$ cat src/rtl/traffic_phase_sequencer.sv
// -----------------------------------------------------------------------------
// traffic_phase_sequencer
//
// Four-approach traffic-light phase sequencer. The approaches are served in
// the order N -> E -> S -> W, and each one runs GREEN -> YELLOW -> ALL_RED.
// The all-red hold is skipped when red_holding is 0. A prescaler derives a
// one-second tick from clk while mode_auto is high. In manual mode the
// countdown is frozen and the sequencer advances only on manual_next.
//
// Ports:
//   clk              system clock
//   rst              synchronous reset, active-high
//   mode_auto        1 = timed sequencing, 0 = manual stepping
//   manual_next      one-cycle pulse, advance one phase (manual mode only)
//   green_duration   green time in seconds (sampled at phase load)
//   yellow_duration  yellow time in seconds (sampled at phase load)
//   red_holding      all-red hold in seconds, 0 skips the hold
//   active_direction 00=N 01=E 10=S 11=W
//   phase            00=GREEN 01=YELLOW 10=ALL_RED
//   countdown_sec    seconds remaining in the current phase
//   lights           2 bits per approach, [7:6]=N .. [1:0]=W;
//                    00=red 01=yellow 10=green
//   second_tick      one-cycle pulse per elapsed second (auto mode)
// -----------------------------------------------------------------------------
module traffic_phase_sequencer #(
    parameter int TICK_DIV = 100000000,
    parameter int MAX_SEC  = 99
) (
    input  logic       clk,
    input  logic       rst,
    input  logic       mode_auto,
    input  logic       manual_next,
    input  logic [7:0] green_duration,
    input  logic [7:0] yellow_duration,
    input  logic [7:0] red_holding,
    output logic [1:0] active_direction,
    output logic [1:0] phase,
    output logic [7:0] countdown_sec,
    output logic [7:0] lights,
    output logic       second_tick
);

    localparam int                 PRESC_W    = (TICK_DIV > 1) ? $clog2(TICK_DIV) : 1;
    localparam logic [PRESC_W-1:0] PRESC_LAST = PRESC_W'(TICK_DIV - 1);
    localparam logic [7:0]         MAX_SEC_B  = 8'(MAX_SEC);

    typedef enum logic [1:0] {
        ST_START   = 2'b00,
        ST_GREEN   = 2'b01,
        ST_YELLOW  = 2'b10,
        ST_ALL_RED = 2'b11
    } state_t;

    // Loaded durations are kept in 1..MAX_SEC. A loaded value of 0 would
    // otherwise produce a phase that never counts down.
    function automatic logic [7:0] clamp_dur(input logic [7:0] v);
        logic [7:0] r;
        if (v == 8'd0) begin
            r = 8'd1;
        end else if (v > MAX_SEC_B) begin
            r = MAX_SEC_B;
        end else begin
            r = v;
        end
        return r;
    endfunction

    // Map an internal state to the external phase code. START reports GREEN.
    function automatic logic [1:0] phase_code(input state_t s);
        logic [1:0] r;
        case (s)
            ST_YELLOW:  r = 2'b01;
            ST_ALL_RED: r = 2'b10;
            default:    r = 2'b00;
        endcase
        return r;
    endfunction

    // Build the lamp vector. Only the active approach can be non-red.
    function automatic logic [7:0] lamp_map(input state_t s, input logic [1:0] d);
        logic [1:0] c;
        logic [7:0] m;
        case (s)
            ST_GREEN:  c = 2'b10;
            ST_YELLOW: c = 2'b01;
            default:   c = 2'b00;
        endcase
        m = 8'h00;
        case (d)
            2'b00:   m[7:6] = c;
            2'b01:   m[5:4] = c;
            2'b10:   m[3:2] = c;
            2'b11:   m[1:0] = c;
            default: m = 8'h00;
        endcase
        return m;
    endfunction

    state_t             state_r,  state_s;
    logic [1:0]         dir_r,    dir_s;
    logic [7:0]         cnt_r,    cnt_s;
    logic [PRESC_W-1:0] presc_r,  presc_s;
    logic               tick_r,   tick_s;
    logic [1:0]         phase_r,  phase_s;
    logic [7:0]         lights_r, lights_s;

    state_t             succ_state_s;
    logic [1:0]         succ_dir_s;
    logic [7:0]         succ_cnt_s;
    logic               advance_s;

    // Next-state and next-output logic. The phase successor is computed first,
    // and then either the timer or manual_next decides whether it is taken.
    always_comb begin
        succ_state_s = ST_GREEN;
        succ_dir_s   = dir_r + 2'd1;
        succ_cnt_s   = clamp_dur(green_duration);
        case (state_r)
            ST_GREEN: begin
                succ_state_s = ST_YELLOW;
                succ_dir_s   = dir_r;
                succ_cnt_s   = clamp_dur(yellow_duration);
            end
            ST_YELLOW: begin
                if (red_holding != 8'd0) begin
                    succ_state_s = ST_ALL_RED;
                    succ_dir_s   = dir_r;
                    succ_cnt_s   = clamp_dur(red_holding);
                end else begin
                    succ_state_s = ST_GREEN;
                    succ_dir_s   = dir_r + 2'd1;
                    succ_cnt_s   = clamp_dur(green_duration);
                end
            end
            default: begin
                succ_state_s = ST_GREEN;
                succ_dir_s   = dir_r + 2'd1;
                succ_cnt_s   = clamp_dur(green_duration);
            end
        endcase

        state_s   = state_r;
        dir_s     = dir_r;
        cnt_s     = cnt_r;
        presc_s   = presc_r;
        tick_s    = 1'b0;
        advance_s = 1'b0;

        if (state_r == ST_START) begin
            // START always lasts one cycle, and then the N green is loaded.
            state_s = ST_GREEN;
            dir_s   = 2'b00;
            cnt_s   = clamp_dur(green_duration);
            presc_s = '0;
        end else begin
            if (mode_auto) begin
                if (presc_r == PRESC_LAST) begin
                    presc_s = '0;
                    tick_s  = 1'b1;
                    if (cnt_r > 8'd1) begin
                        cnt_s = cnt_r - 8'd1;
                    end else begin
                        advance_s = 1'b1;
                    end
                end else begin
                    presc_s = presc_r + PRESC_W'(1);
                end
            end else begin
                // Manual mode holds the prescaler at 0, so the first tick
                // after a return to auto comes a full second later.
                presc_s   = '0;
                advance_s = manual_next;
            end

            if (advance_s) begin
                state_s = succ_state_s;
                dir_s   = succ_dir_s;
                cnt_s   = succ_cnt_s;
                presc_s = '0;
            end else begin
                state_s = state_r;
            end
        end

        phase_s = phase_code(state_s);
        if (state_s == ST_START) begin
            lights_s = 8'h00;
        end else begin
            lights_s = lamp_map(state_s, dir_s);
        end
    end

    // State and output registers with synchronous reset.
    always_ff @(posedge clk) begin
        if (rst) begin
            state_r  <= ST_START;
            dir_r    <= 2'b00;
            cnt_r    <= 8'd0;
            presc_r  <= '0;
            tick_r   <= 1'b0;
            phase_r  <= 2'b00;
            lights_r <= 8'h00;
        end else begin
            state_r  <= state_s;
            dir_r    <= dir_s;
            cnt_r    <= cnt_s;
            presc_r  <= presc_s;
            tick_r   <= tick_s;
            phase_r  <= phase_s;
            lights_r <= lights_s;
        end
    end

    assign active_direction = dir_r;
    assign phase            = phase_r;
    assign countdown_sec    = cnt_r;
    assign lights           = lights_r;
    assign second_tick      = tick_r;

endmodule

$ cat config.mk
export PLATFORM = sky130hd
export DESIGN_NAME = traffic_phase_sequencer
export DESIGN_NICKNAME = d
export VERILOG_FILES = /design/src/rtl/traffic_phase_sequencer.sv
export SDC_FILE = /design/constraint.sdc
export NUM_CORES = 1
export LEC_CHECK = 0
export ABC_AREA = 1
export CAP_MARGIN = 20
export CORE_MARGIN = 2
export CORE_UTILIZATION = 40
export DETAILED_ROUTE_END_ITERATION = 16
export PLACE_DENSITY = 0.64
export SYNTH_ARGS = -nofsm -noshare
export SYNTH_HDL_FRONTEND = slang
export SYNTH_SLANG_ARGS = --single-unit
$ cat constraint.sdc
create_clock -name clk -period 3.7 [get_ports clk]
set_input_delay 0.37 -clock clk [delete_from_list [all_inputs] [get_ports clk]]
set_output_delay 0.37 -clock clk [all_outputs]
set_load 0.01 [all_outputs]
==> After elaboration in Yosys (flattened, before gate mapping) <==
Index checks and enable logic that the tools add are counted.
{ "totals": {"regBits": 50, "in_bits": 28, "out_inout_bits": 21, "elab_cells": 76} }
{ "op_classes": {"add_sub_neg": 3, "n_lt_le_gt_ge": 4, "eq_ne": 9, "mux": 28, "bitwise": 5, "n_reduce_logical": 17} }
{ "ops": {"columns": ["op", "n"], "rows": [
  ["2-to-1 mux 8 bit", 12],
  ["adder 27 x 1 -> 27 bit (second input constant)", 1],
  ["equality test 27 bit (second input constant)", 1],
  ["> comparator 8 x 7 -> 1 bit (second input constant)", 3],
  ["zero test 8 bit", 3],
  ["one-hot mux 2 bit (2 select lines)", 4],
  ["one-hot mux 8 bit (2 select lines)", 1],
  ["OR reduction 3 bit", 5],
  ["2-to-1 mux 2 bit", 6],
  ["equality test 2 bit (second input constant)", 5],
  ["nonzero test 3 bit", 3],
  ["> comparator 8 x 1 -> 1 bit (second input constant)", 1],
  ["nonzero test 8 bit", 1],
  ["subtractor 8 x 1 -> 8 bit (second input constant)", 1],
  ["equality test 2 x 1 -> 1 bit (second input constant)", 3],
  ["zero test 2 bit", 3],
  ["2-to-1 mux 1 bit", 5],
  ["NOT 1 bit", 5],
  ["OR reduction 5 bit", 1],
  ["AND reduction 3 bit", 1],
  ["adder 2 x 1 -> 2 bit (second input constant)", 1]
]} }

==> Longest topological paths before layout <==
Gate-level depths: netlist (run 1).
{ "depth": {"ltp_word": 10, "mapped_depth": 15, "mapped_depth_nobuf": 14} }

==> Least setup slack after synthesis (run 1) <==
Ideal clock, no wire load.
{ "synth_path": {"path_kind": "flip-flop to flip-flop", "start": "register state_r[1]", "end": "register cnt_r[0], in the netlist countdown_sec[0]", "arrival_time_ps": 1756, "t_required_ps": 3568, "setup_slack_ps": 1813, "path_stages_with_launch": 13, "n_path_buf": 1, "path_cell_list": "dfxtp_1 inv_1 ha_1 clkbuf_1 inv_1 a21oi_1 inv_1 a21oi_1 nand3_1 nand2_1 nor2_1 nor2_1 nor2_1"} }
{ "synth_between": {"elab_chain_len": 4} }
{ "synth_rtl": {"columns": ["element", "line_no", "text"], "rows": [
  ["start: declaration", "99", "state_t state_r, state_s;"],
  ["start signal: assignment", "204", "state_r <= state_s;"],
  ["equality test 2 bit / equality test 2 x 1 -> 1 bit (equally long branches)", "118", "case (state_r)"],
  ["one-hot mux 8 bit (2 select lines)", "118", null],
  ["2-to-1 mux 8 bit", "175", "if (advance_s) begin"],
  ["2-to-1 mux 8 bit", "149", "if (state_r == ST_START) begin"],
  ["end signal: assignment", "206", "cnt_r <= cnt_s;"],
  ["end: declaration", "101", "logic [7:0] cnt_r, cnt_s;"]
]} }
Several ways; a longest one is shown, not always the timed one.
A chain may end at the register's enable or synchronous reset.

==> Worst setup path in the final report (run 1) <==
{ "layout_path": {"start": "register cnt_r[0], in the netlist countdown_sec[0]", "end": "register presc_r[2]"} }
{ "layout_between": {"elab_chain_len": 6} }
{ "layout_rtl": {"columns": ["element", "line_no", "text"], "rows": [
  ["> comparator 8 x 1 -> 1 bit", "160", "if (cnt_r > 8'd1) begin"],
  ["2-to-1 mux 1 bit", "160", null],
  ["2-to-1 mux 1 bit", "157", "if (presc_r == PRESC_LAST) begin"],
  ["2-to-1 mux 1 bit", "156", "if (mode_auto) begin"],
  ["2-to-1 mux 1 bit", "149", null],
  ["OR reduction 5 bit (no line)", null, null],
  ["end signal: assignment", "207", "presc_r <= presc_s;"],
  ["end: declaration", "102", "logic [PRESC_W-1:0] presc_r, presc_s;"]
]} }
No other way between the ends. The select of a mux whose other input is x is not followed.

==> results of run 1 <==
-- critical path, cell delays in order, from the launching register on --
cell and delay [ns]:
dfxtp_1 0.38, inv_1 0.09, ha_1 0.24, o21ai_0 0.18, nor2_1 0.09, nand3_2 0.12
a21oi_4 0.11, nor2_4 0.17, nand4_2 0.56, nor3b_1 0.35
-- cell families (layout without fill, tap and decap cells) --
group | count (synthesis) | in the layout | share of synthesized area
and+or+nand+nor | 264 | 264 | 0.417
buffers and inverters | 56 | 104 | 0.0773
DFF | 50 | 50 | 0.338
AOI/OAI and AO/OA | 40 | 40 | 0.0744
xor gates and xnor gates | 23 | 23 | 0.0680
adders and majority gates | 6 | 6 | 0.0253
-- synth_stat cells --
library cell and n:
nor2_4 3, nor2_2 4, xnor2_1 7, a21oi_1 17
nand3_4 1, inv_2 2, o21ai_0 19, nand3_1 40
nor4_1 1, nor2_1 81, nand3_2 7, nand2_2 8
nand2_1 86, and3_1 1, inv_1 43, a21oi_4 1
buf_6 1, nor3_1 13, nand4_2 1, or2_2 2
nor3b_1 1, clkinv_1 3, o21ai_2 1, a41oi_1 1
nand4_1 9, buf_4 3, nor3_2 2, or2_1 2
nor2b_1 1, ha_1 6, xor2_1 16, clkbuf_1 4
a31oi_1 1, dfxtp_1 50, or2_0 1
-- final timing paths --
check	from	endpoint	slack [ns]	depth (start not counted)
worst max-delay path	countdown_sec[0]	presc_r[2]	1.33	9
worst min-delay path	presc_r[0]	presc_r[0]	0.47	1
worst max register to register	countdown_sec[0]	presc_r[2]	1.33	9
worst min register to register	presc_r[0]	presc_r[0]	0.47	1
-- layer usage --
metal	wire length (µm)	part of all wire
met4	37	0.0053
met2	3200	0.46
met1	3450	0.49
met5	0	0
met3	287	0.041
-- through the flow --
step / hold slack, ns / setup slack, ns
floorplan: 0.429 / 1.81
global placement: 0.441 / 1.21
detailed placement: 0.448 / 1.13
CTS: 0.475 / 1.30
global route: 0.498 / 1.04
finish: 0.469 / 1.33
-- power by group through the flow --
stage | registers (mW) | clock network (mW) | logic, mW
floorplan | 0.590 | 0 | 0.167
global placement | 0.587 | 0 | 0.269
detailed placement | 0.588 | 0 | 0.270
CTS | 0.575 | 0.344 | 0.272
global route | 0.578 | 0.367 | 0.303
finish | 0.575 | 0.342 | 0.272
-- state kept, by name (all words and copies together) (netlist names) --
| register | flops |
|---|---|
| phase | 2 |
| countdown_sec | 8 |
| second_tick | 1 |
| lights | 8 |
| state_r | 2 |
| active_direction | 2 |
| presc_r | 27 |
-- cell type report --
cell class              instances  area [µm²]  share of cell area
inverters                      48         180              0.0499
clock buffers                   5        68.8              0.0191
multi-input cells             333        1730               0.479
clock inverters                 3        26.3             0.00727
repair buffers                 48         480               0.133
flip-flops and latches         50        1000               0.277
well taps                      99         124              0.0343
==> flow_summary_export.csv, run 1 <==
group,metric,value,unit
critical_path,critical_path_required,3.93,ns
pwr,p_sw,376,µW
global_routing,antenna_found_initial,0,
critical_path,cp.arrival,2.59,ns
pwr,p_int,813,µW
timing,fmax,423,MHz
placement,placed_cell_area,3520,µm²
pwr,leakage,1.35,nW
cts,insertion_delay,0.31,ns
cts,cts_tree,"built",
cells_and_area,fin_area,3610,µm²
yosys,ys_seq_area_frac,0.338,
cells_and_area,syn_to_final_growth,22.0,%
pwr,power.clock.fraction,0.288,
cells_and_area,layout_common_cells,"nand2_1 (86), nor2_1 (81), dfxtp_1 (50)",
cts,cts-root-buf,"clkbuf_8",
drt,drtAntennaViolNets,0,
worst_hold_path,hold_class,"reg -> reg",
drt,firstDrtPassIters,4,
run_status,status,"completed",
cts,numCtsBuffers,5,
job,max_cap_viol_count,0,
die,num_rows,31,
global_routing,grt_pass1_wl,11800,µm
die,die_w,90.0,µm
cells_and_area,final_util,0.501,
pwr,p_per_area,329,nW/µm²
drt,avgViaCountPerCell,4.75,
cts,cts_setup_buffers,0,
critical_path,worst-path-max-fanout,27,
cells_and_area,final_common_cell,"nand2_1",
drt,wl,6980,µm
yosys,synth_area_leaders,"dfxtp_1 (34%), nand2_1 (11%), nor2_1 (10%), nand3_1 (6.8%), inv_1 (5.4%)",
yosys,synth_warnings,0,
cts,cts_max_level,2,
global_routing,gr-total-overflow,0,
critical_path,worstSetupStartpointType,"flop",
yosys,synth_top_cell_by_area,"dfxtp_1",
pwr,power_frac_seq,0.484,
global_routing,grt_usage,0.173,
cells_and_area,fillers,767,
die,dieArea,8110,µm²
pwr,power.total,1.19,mW
pwr,worst_ir_drop_vdd,176,µV
drt,wl_per_cell,11.9,µm
yosys,synth_seq_cells,50,
cts,clock-sinks,50,
die,io_pins,49,
die,chipHeight,90.0,µm
placement,io_buffer_count,48,
timing,worstMarginPinSlew,0.696,ns
yosys,syn_area_per_cell,6.75,µm²
global_routing,met1_usage,0.231,
die,start_util,0.411,
timing,finalCriticalPeriod,2.37,ns
timing,rsz0062_at_grt,"false",
global_routing,grt_busiest_layer,"met2",
timing,final-setup-viol-count,0,
global_routing,use_met2,0.283,
yosys,synth_top_area_share,0.338,
global_routing,grtUsageMet3,0.0402,
timing,slew_violations,0,
critical_path,path_class,"reg -> reg",
global_routing,first_global_vias,2622,
drt,drcViolationCount,0,
pwr,switching_share,0.316,
pwr,p_comb_frac,0.229,
yosys,synthesis.nets,473,
placement,gp_congestion,0.862,
timing,fin_skew,0.0113,ns
die,core-area,7210,µm²
cells_and_area,stdcell_count,586,
cells_and_area,num_antenna_cells,0,
cts,ctsResizeCount,0,
placement,place_inst,578,
timing,fin_setup_tns,0,ns
cts,cts_buffer_depth,2,
global_routing,grt_max_degree,28,
yosys,yosysUniqueCellTypes,35,
critical_path,cp-end-kind,"flop",
cts,path_clk_slew,0.10,ns
cells_and_area,drive_above_1_share,0.0821,
cts,postCtsHoldBufs,0,
drt,drtIter0Drc,148,
yosys,synth_area,2960,µm²
cells_and_area,nets,520,
placement,place_hpwl,5390,µm
timing,maxSlewHeadroom,0.535,
timing,fin_crit_sh,0.639,
drt,vias,2786,
yosys,synthCells,439,
timing,hold_viol,0,
No activity file was read; power rests on OpenSTA's default activity.
==> run 2: changes to the inputs <==
==> constraint.sdc (replaced) <==
create_clock -name clk -period 2.4 [get_ports clk]
set_input_delay 0.24 -clock clk [delete_from_list [all_inputs] [get_ports clk]]
set_output_delay 0.24 -clock clk [all_outputs]
set_load 0.01 [all_outputs]
==> flow_summary_export.csv, run 2 (synthesis results as in run 1) <==
group,metric,value,unit
cells_and_area,top_register,"presc_r",
die,dieArea,8110,µm²
global_routing,grt_usage,0.179,
die,chipHeight,90.0,µm
global_routing,first_global_vias,2793,
pwr,p_sw,583,µW
pwr,worst_ir_drop_vdd,299,µV
critical_path,cp.arrival,2.31,ns
cts,cts_tree,"built",
timing,finalCriticalPeriod,2.11,ns
timing,rsz0062_at_grt,"false",
critical_path,path_class,"reg -> reg",
timing,timing.hold.ws,0.474,ns
cells_and_area,final_util,0.513,
timing,fmax,474,MHz
pwr,p_comb_frac,0.238,
drt,met3_length,288,µm
pwr,switching_share,0.314,
job,max_cap_viol_count,0,
cells_and_area,drive_above_1_share,0.103,
pwr,leakage,1.40,nW
cts,path_clk_slew,0.10,ns
drt,drt-met1-wl,3300,µm
placement,placed_cell_area,3600,µm²
critical_path,worstSetupStartpointType,"flop",
placement,io_buffer_count,48,
die,core-area,7210,µm²
cells_and_area,final_common_cell,"nand2_1",
cts,ctsResizeCount,0,
run_status,status,"completed",
timing,final-setup-viol-count,0,
die,io_pins,49,
cts,numCtsBuffers,5,
global_routing,gr-total-overflow,0,
timing,maxSlewHeadroom,0.768,
drt,avgViaCountPerCell,4.82,
timing,slew_violations,0,
placement,place_inst,588,
critical_path,cp-end-kind,"flop",
cts,clock-sinks,50,
global_routing,grt_max_degree,28,
drt,vias,2873,
cells_and_area,fillers,748,
pwr,power_frac_seq,0.478,
critical_path,critical_path_required,2.60,ns
drt,wl_per_cell,11.7,µm
pwr,p_per_area,502,nW/µm²
cts,cts-root-buf,"clkbuf_8",
pwr,power.clock.fraction,0.285,
cts,insertion_delay,0.31,ns
cells_and_area,layout_common_cells,"nand2_1 (86), nor2_1 (81), dfxtp_1 (50)",
worst_hold_path,hold_class,"reg -> reg",
drt,wl,6980,µm
cts,cts_max_level,2,
cells_and_area,nets,530,
cells_and_area,stdcell_count,596,
timing,worstMarginPinSlew,0.348,ns
global_routing,grt_pass1_wl,12400,µm
cts,cts_buffer_depth,2,
cells_and_area,num_antenna_cells,0,
timing,fin_setup_tns,0,ns
drt,wl_met2,3230,µm
drt,top_layer_used,"met4",
critical_path,worst-path-max-fanout,14,
cells_and_area,largest_reg_flops,27,
die,start_util,0.411,
drt,drtAntennaViolNets,0,
drt,firstDrtPassIters,4,
die,num_rows,31,
cells_and_area,fin_area,3700,µm²
drt,drtIter0Drc,120,
timing,fin_crit_sh,0.879,
cts,postCtsHoldBufs,0,
drt,drcViolationCount,0,
die,die_w,90.0,µm
global_routing,antenna_found_initial,0,
cells_and_area,syn_to_final_growth,25.0,%
pwr,p_int,1.27,mW
timing,fin_skew,0.00847,ns
placement,place_hpwl,5390,µm
cts,cts_setup_buffers,0,
timing,hold_viol,0,
placement,gp_congestion,0.878,
[run 2: changes by cell type in the layout (fill, tap and decap cells not counted), sizes merged]
cell	change
buf	+10
[run 2: per-layer routing]
layer | global-route usage | vias up
met5 | 0 | -
met4 | 0.0590 | 0
met3 | 0.0344 | 14
met2 | 0.301 | 63
met1 | 0.229 | 1279
li1 | - | 1517
[run 2: cell type report]
class                      instances  area (µm²)  area share
clock buffer                       5        68.8      0.0186
clock inverter                     3        28.8     0.00777
sequential                        50        1000       0.270
tap                               99         124      0.0335
inverter                          48         180      0.0487
timing repair buffer              58         568       0.153
multi-input combinational        333        1730       0.468
[run 2: worst max-delay path, cell delays in order, from the launching register on]
cell and delay [ns]:
dfxtp_1 0.39, inv_1 0.10, ha_1 0.24, o21ai_0 0.18, nor2_1 0.09, nand3_2 0.12
nand2_2 0.08, nand2_2 0.21, nand3_2 0.26, o21ai_0 0.16, nor2_1 0.07, nor2_1 0.08
nor2_1 0.04
[run 2: power groups by stage]
stage | Clock, mW | Sequential (mW) | Combinational (mW)
after global placement | 0 | 0.906 | 0.438
after global routing | 0.581 | 0.892 | 0.493
after detailed placement | 0 | 0.906 | 0.440
after floorplan | 0 | 0.910 | 0.257
final | 0.529 | 0.887 | 0.441
after CTS | 0.551 | 0.887 | 0.442
[run 2: path summary, 6_finish.rpt]
kind               startpoint          endpoint  slack [ns]  cells past startpoint
max reg2reg  countdown_sec[0]  countdown_sec[0]        0.29                     12
min reg2reg        presc_r[0]        presc_r[0]        0.47                      1
min                presc_r[0]        presc_r[0]        0.47                      1
max          countdown_sec[0]  countdown_sec[0]        0.29                     12
[run 2: per-stage QoR]
stage / total power [mW] / setup WS, ns
2_1_floorplan: 1.17 / 0.513
3_3_place_gp: 1.34 / 0.272
3_5_place_dp: 1.35 / 0.231
4_1_cts: 1.88 / 0.217
5_1_grt: 1.97 / 0.0376
6_report: 1.86 / 0.290
